[src/rtl/move_executor.sv]
// Keyboard-driven grid mover: edge-detects direction presses, queues them in a small
// FIFO and applies one queued move per game tick with wall clamping.
module move_executor #(
   parameter int GRID_W  = 8,
   parameter int GRID_H  = 8,
   parameter int X_BITS  = 3,
   parameter int Y_BITS  = 3,
   parameter int START_X = 0,
   parameter int START_Y = 0,
   parameter int DEPTH   = 4
) (
   input  logic                     clk,
   input  logic                     rst,
   input  logic [2:0]               kb_in,
   input  logic                     step_en,
   output logic [X_BITS-1:0]        pos_x,
   output logic [Y_BITS-1:0]        pos_y,
   output logic [2:0]               dir_out,
   output logic                     moved,
   output logic                     bump,
   output logic                     drop,
   output logic [$clog2(DEPTH):0]   q_count
);

   localparam int PTR_BITS = $clog2(DEPTH);

   typedef logic [PTR_BITS-1:0] ptr_t;
   typedef logic [PTR_BITS:0]   cnt_t;

   localparam logic [2:0]        DIR_UP    = 3'd1;
   localparam logic [2:0]        DIR_DOWN  = 3'd2;
   localparam logic [2:0]        DIR_LEFT  = 3'd3;
   localparam logic [2:0]        DIR_RIGHT = 3'd4;
   localparam ptr_t              PTR_ONE   = ptr_t'(1);
   localparam cnt_t              CNT_ONE   = cnt_t'(1);
   localparam cnt_t              CNT_FULL  = cnt_t'(DEPTH);
   localparam logic [X_BITS-1:0] X_ONE     = X_BITS'(1);
   localparam logic [Y_BITS-1:0] Y_ONE     = Y_BITS'(1);
   localparam logic [X_BITS-1:0] X_MAX     = X_BITS'(GRID_W - 1);
   localparam logic [Y_BITS-1:0] Y_MAX     = Y_BITS'(GRID_H - 1);

   logic [2:0]        kb_prev_reg;
   ptr_t              rd_ptr_reg, wr_ptr_reg;
   cnt_t              count_reg, count_next;
   logic [X_BITS-1:0] pos_x_reg, pos_x_next;
   logic [Y_BITS-1:0] pos_y_reg, pos_y_next;
   logic [2:0]        dir_reg;
   logic              moved_reg, bump_reg, drop_reg;

   logic [2:0]        fifo_mem [DEPTH];
   logic [2:0]        head;
   logic              new_press, push, pop, drop_next, blocked;

   assign new_press = (kb_in >= DIR_UP) && (kb_in <= DIR_RIGHT) && (kb_in != kb_prev_reg);
   assign pop       = step_en && (count_reg != '0);
   assign push      = new_press && ((count_reg != CNT_FULL) || pop);
   assign drop_next = new_press && (count_reg == CNT_FULL) && !pop;

   // Asynchronous head read: the popped code must steer the position update on the
   // same edge. When full, a same-cycle push overwrites this slot only after the edge.
   assign head = fifo_mem[rd_ptr_reg];

   always_ff @(posedge clk) begin
      if (push)
         fifo_mem[wr_ptr_reg] <= kb_in;
   end

   always_comb begin
      count_next = count_reg;
      case ({push, pop})
         2'b10:   count_next = count_reg + CNT_ONE;
         2'b01:   count_next = count_reg - CNT_ONE;
         default: count_next = count_reg;
      endcase
   end

   // Bounds are tested before stepping so the position can never wrap.
   always_comb begin
      blocked    = 1'b0;
      pos_x_next = pos_x_reg;
      pos_y_next = pos_y_reg;
      case (head)
         DIR_UP:    if (pos_y_reg == '0)   blocked = 1'b1; else pos_y_next = pos_y_reg - Y_ONE;
         DIR_DOWN:  if (pos_y_reg == Y_MAX) blocked = 1'b1; else pos_y_next = pos_y_reg + Y_ONE;
         DIR_LEFT:  if (pos_x_reg == '0)   blocked = 1'b1; else pos_x_next = pos_x_reg - X_ONE;
         DIR_RIGHT: if (pos_x_reg == X_MAX) blocked = 1'b1; else pos_x_next = pos_x_reg + X_ONE;
         default:   blocked = 1'b1;
      endcase
   end

   always_ff @(posedge clk or posedge rst) begin
      if (rst) begin
         kb_prev_reg <= 3'd0;
         rd_ptr_reg  <= '0;
         wr_ptr_reg  <= '0;
         count_reg   <= '0;
         pos_x_reg   <= X_BITS'(START_X);
         pos_y_reg   <= Y_BITS'(START_Y);
         dir_reg     <= 3'd0;
         moved_reg   <= 1'b0;
         bump_reg    <= 1'b0;
         drop_reg    <= 1'b0;
      end else begin
         kb_prev_reg <= kb_in;
         count_reg   <= count_next;
         drop_reg    <= drop_next;
         moved_reg   <= pop && !blocked;
         bump_reg    <= pop && blocked;
         if (push)
            wr_ptr_reg <= wr_ptr_reg + PTR_ONE;
         if (pop) begin
            rd_ptr_reg <= rd_ptr_reg + PTR_ONE;
            dir_reg    <= head;
            pos_x_reg  <= pos_x_next;
            pos_y_reg  <= pos_y_next;
         end
      end
   end

   assign pos_x   = pos_x_reg;
   assign pos_y   = pos_y_reg;
   assign dir_out = dir_reg;
   assign moved   = moved_reg;
   assign bump    = bump_reg;
   assign drop    = drop_reg;
   assign q_count = count_reg;

endmodule

[config.mk]
export PLATFORM = sky130hd
export DESIGN_NAME = move_executor
export DESIGN_NICKNAME = d
export VERILOG_FILES = /design/src/rtl/move_executor.sv
export SDC_FILE = /design/constraint.sdc
export NUM_CORES = 1
export LEC_CHECK = 0
export BUFFER_PORTS_ARGS = -buffer_cell sky130_fd_sc_hd__buf_2
export CAP_MARGIN = 20
export CELL_PAD_IN_SITES_DETAIL_PLACEMENT = 1
export CELL_PAD_IN_SITES_GLOBAL_PLACEMENT = 1
export CORE_MARGIN = 10
export CORE_UTILIZATION = 45
export CTS_CLUSTER_DIAMETER = 40
export DETAILED_ROUTE_END_ITERATION = 8
export GPL_ROUTABILITY_DRIVEN = 0
export PLACE_DENSITY_LB_ADDON = 0.1
export SYNTH_ARGS = -nofsm -noshare
export SYNTH_HDL_FRONTEND = slang
export SYNTH_SLANG_ARGS = --single-unit
[constraint.sdc]
create_clock -name clk -period 3.5 [get_ports clk]
set_input_delay 0.175 -clock clk [delete_from_list [all_inputs] [get_ports clk]]
set_output_delay 0.175 -clock clk [all_outputs]
set_load 0.005 [all_outputs]
==> results.txt <==
* Run status: finished clean
* Core ar.: about 0.0037 mm2
* Cell with the most instances on the worst path: a21oi_1
* Layout area overhead: 11.9%
- Dividing the detail-routed via count by the number of cells gives approximately 5.5.
* Share of power burned in registers: 0.406
* GRT overflow: 0
- Number of global-route vias before repair: 1371
* Distinct cell type count after synthesis: 43
- Switching share of power: 0.386
- fifo_mem holds more flip-flops than any other register.
- Data arrives at the worst endpoint at approximately 2.8 ns.
* Height of the chip: 82.9 um
- Internal power summed over all cells: around 0.0011 W
- dfrtp_1 takes more of the synthesized area than any other cell.
- The setup path with the least slack is of type reg -> reg.
* Final routed wirelength across all metal layers: 3.76 mm
* Buffers inserted during post-CTS setup optimization: 0
- CTS placed an instance of clkbuf_8 at the clock tree root.
- The share of synthesized area in the top cell type comes to 0.309.
- For this configuration, the core starts out at a cell density of 0.476.
- Entering global routing, the biggest net connects 23 pins.
- The share of the synthesized area in compound gates (AO/OA/AOI/OAI) came to 0.101.
- Largest register FFs: 12
- CP cell instances: or3b_2, a21oi_1, a21oi_1, buf_4, nor2_1, fa_1, and2_1, a31oi_1, o211ai_1
* Drt drc: 0
* CP max-delay cell: fa_1
* Row cnt: 22
* Die boundary width: about 83 um
- The first global-routing pass estimated 6.87 mm of wire.
- In the detailed route, the total length drawn on met2 is approximately 2 mm.
* Count of mapped cells out of synthesis: 145
- Final max-slew violation count: 0
* Clock tree from TritonCTS: yes
- # placed instances: between 200 and 250
- Number of gates given a new drive strength after cts: 0
- Maxcap violations: 0
* Final count of hold timing violations: 0
- After synthesis, the largest family of logic cells by area is simple AND/OR/NAND/NOR gates.
- Antenna diode count: 0
- Clock buffer count from CTS: 5
- Cell area after technology mapping: 0.00178 mm2
- For this run, the register share of the synthesized area comes to 0.511.
- Post-cts hold buffer count: 0
- The longest clock path from root to sink contains 2 buffers.
* Port Buf Inserts: 20
- Routed length on met1: around 1.6 mm
* Worst clock skew: 0.00268 ns
- Transition time of the tightest slew-check pin: 0.880 ns
- Worst max-slew margin expressed relative to the limit: 0.413
- Clock latency on the worst-skew pair, taken at its later pin, is ~0.28 ns.
- The H-tree generated during clock tree synthesis spans 2 levels.
* Count of vias placed by the detailed router: 1188
- Top cells by area in the synthesized netlist: dfrtp_1 31%, edfxtp_1 20%, mux2_2 3.8%, mux4_2 3.8%, xnor2_1 3.4%
* Fmax achieved: roughly 0.38 GHz
- Each instance of the synthesized netlist takes up on average about 12 um2.
- DRC violation total after the first TritonRoute iteration: 40
* Clock input transition at the sequential cells of the worst setup and hold paths: ~0.07 ns
* Hpwl dp: about 2.8 mm
- Final-report setup violation count: 0
- Of the total synthesized cell area, the portion taken by AND, OR, NAND and NOR gates is 0.133.
- Fraction of the cycle the final worst path needs: 0.755
- The min-delay analysis places its worst path in the category in -> async.
- The share of total power dissipated in combinational logic is 0.435.
* Total of warnings raised by yosys: 0
- Crit path buffers/inverters: 1
- For this run, the detailed router's first-pass iteration total came to 4.
- The routed design could run at a clock period as short as between 2 and 3 ns.
- The die covers around 0.0069 mm2.
- Longest individual stage delay on the worst path: around 0.48 ns
- For the worst setup path, the data required time is 3.65 ns.
- The detailed router used layers up to and including met4.
- P_leak: around 0.85 nW
- Overall routing resource usage: 0.118
- The number of antenna violations at the first check in global routing is 0.
* RSZ-0062 raised after global routing: no
- Kind of cell adding the most delay to the critical path: simple AND/OR/NAND/NOR gates
- The finished layout holds 215 standard cells, fillers aside.
- Power Density: between 800 and 900 mW/mm2
- I/O pin count: 21
- Of the total synthesized cell area, the portion taken by full adders, half adders and majority gates is 0.0618.
- TNS Setup: 0 ns
* Routed Antenna Nets: 0
- The worst setup path is launched from a register.
- Measured against the total synthesized area, the mux share comes to 0.101.
- Synth Area in XOR/XNOR: 0.0491
- Of the total power, the clock network draws 0.158.
- The worst setup path is captured at a register.
* Post-DR wirelength/cell: 17.5 um
- The clock drives 34 sinks.
- Of the cells placed in the final design, the portion with a size suffix greater than 1 is 0.269.
* CP Max Fanout: 14
* Nets: 179
- The analysis attributes to net switching a power of 0.000677 W.
- Summed over all nets, wire length on met3 after detailed routing comes to 127 um.
- Synthesis produced a netlist with a net count of ~160.
* Peak supply drop: roughly 0.33 mV
- Synthesized flop and latch total: 34
cell usage after synthesis, drive strengths merged:
| master | instances |
|---|---|
| fa | 3 |
| inv | 8 |
| o21ba | 1 |
| o211ai | 3 |
| nor2b | 1 |
| or3 | 2 |
| o22ai | 2 |
| o21ai | 4 |
| nand3b | 3 |
| xor2 | 3 |
| nand2b | 1 |
| nand2 | 6 |
| xnor2 | 7 |
| mux2 | 7 |
| buf | 4 |
| ha | 4 |
| edfxtp | 12 |
| a21oi | 7 |
| and3 | 5 |
| a211o | 1 |
| nand3 | 4 |
| a31oi | 1 |
| o211a | 1 |
| nand4bb | 1 |
| o31ai | 1 |
| nor2 | 8 |
| nor4 | 1 |
| nor3b | 1 |
| a211oi | 3 |
| a31o | 1 |
| a2111o | 1 |
| mux4 | 3 |
| dfrtp | 22 |
| mux2i | 3 |
| and2 | 3 |
| or3b | 2 |
| clkbuf | 4 |
| nand4b | 1 |
worst reg2reg max path: stages, from the launching register on:
cell and delay (ns):
dfrtp_1 0.41, or3b_2 0.45, a21oi_1 0.29, a21oi_1 0.08, buf_4 0.20, nor2_1 0.13, fa_1 0.48, and2_1 0.20
a31oi_1 0.18, o211ai_1 0.11
path summary, 6_finish.rpt:
| kind | start | to | slack [ns] | cells after the start |
|---|---|---|---|---|
| worst max-delay path | kb_prev_reg[1]$_DFF_PP0_ | q_count[1]$_DFFE_PP0P_ | 0.86 | 9 |
| worst min-delay path | rst | wr_ptr_reg[1]$_DFFE_PP0P_ | 0.08 | 2 |
| worst max register to register | kb_prev_reg[1]$_DFF_PP0_ | q_count[1]$_DFFE_PP0P_ | 0.86 | 9 |
| worst min register to register | pos_y[2]$_DFFE_PP0P_ | pos_y[2]$_DFFE_PP0P_ | 0.52 | 1 |
| max in group asynchronous | rst | rd_ptr_reg[1]$_DFFE_PP0P_ | 2.89 | 2 |
| min in group clk | kb_in[2] | kb_prev_reg[2]$_DFF_PP0_ | 0.09 | 1 |
power groups by stage:
stage	logic, W	clock network, W	registers, W
after CTS	0.000786	0.000290	0.000718
after global routing	0.000875	0.000306	0.000745
after global placement	0.000721	0	0.000706
final	0.000764	0.000278	0.000713
after floorplan	0.000621	0	0.000659
after detailed placement	0.000780	0	0.000725
logic make-up (layout without fill, tap and decap cells):
group / Yosys count / count (layout)
multiplexers: 13 / 13
XOR/XNOR: 10 / 10
adder cells (fa/ha/maj): 7 / 7
AND/OR/NAND/NOR: 39 / 39
flip-flops: 34 / 34
buffers and inverters: 16 / 38
AO/OA/AOI/OAI: 26 / 26
layout make-up:
cell class,instances,area [um2]
fill,416,1750
sequential,34,911
multi-input combinational,95,795
timing repair buffer,22,115
clock buffer,5,68.8
tap,48,60.1
inverter,8,30.0
clock inverter,3,16.3
per-layer routing:
layer,up-vias,GRT usage
li1,562,-
met5,-,0
met3,2,0.0391
met4,0,0.0277
met2,17,0.211
met1,607,0.130
stage by stage:
stage	cell area (um2)	power, W	worst slack [ns]	utilization	hold slack, ns
after CTS	2000	0.00179	0.849	0.533	0.0788
after global placement	1910	0.00143	1.06	0.510	0.366
final	2000	0.00176	0.858	0.533	0.0766
after detailed placement	1910	0.00150	0.863	0.510	0.381
after global routing	2000	0.00193	0.644	0.533	0.0774
after floorplan	1780	0.00128	1.04	-	0.164
cell usage in the layout (no fill, tap or decap), types with 2 or more instances in the layout:
cell / n
and2_1: 3
a211oi_1: 3
or3_1: 2
mux2i_1: 3
ha_1: 4
buf_2: 20
o21ai_0: 3
nor2_1: 8
o22ai_1: 2
dfrtp_1: 22
mux4_2: 3
nand2_1: 6
nand3b_1: 2
xnor2_1: 7
edfxtp_1: 12
inv_1: 8
o211ai_1: 3
and3_1: 5
buf_4: 2
a21oi_1: 7
fa_1: 3
mux2_2: 6
clkbuf_8: 5
xor2_1: 3
nand3_1: 4
Note: power is estimated with default switching activity, not from simulation.
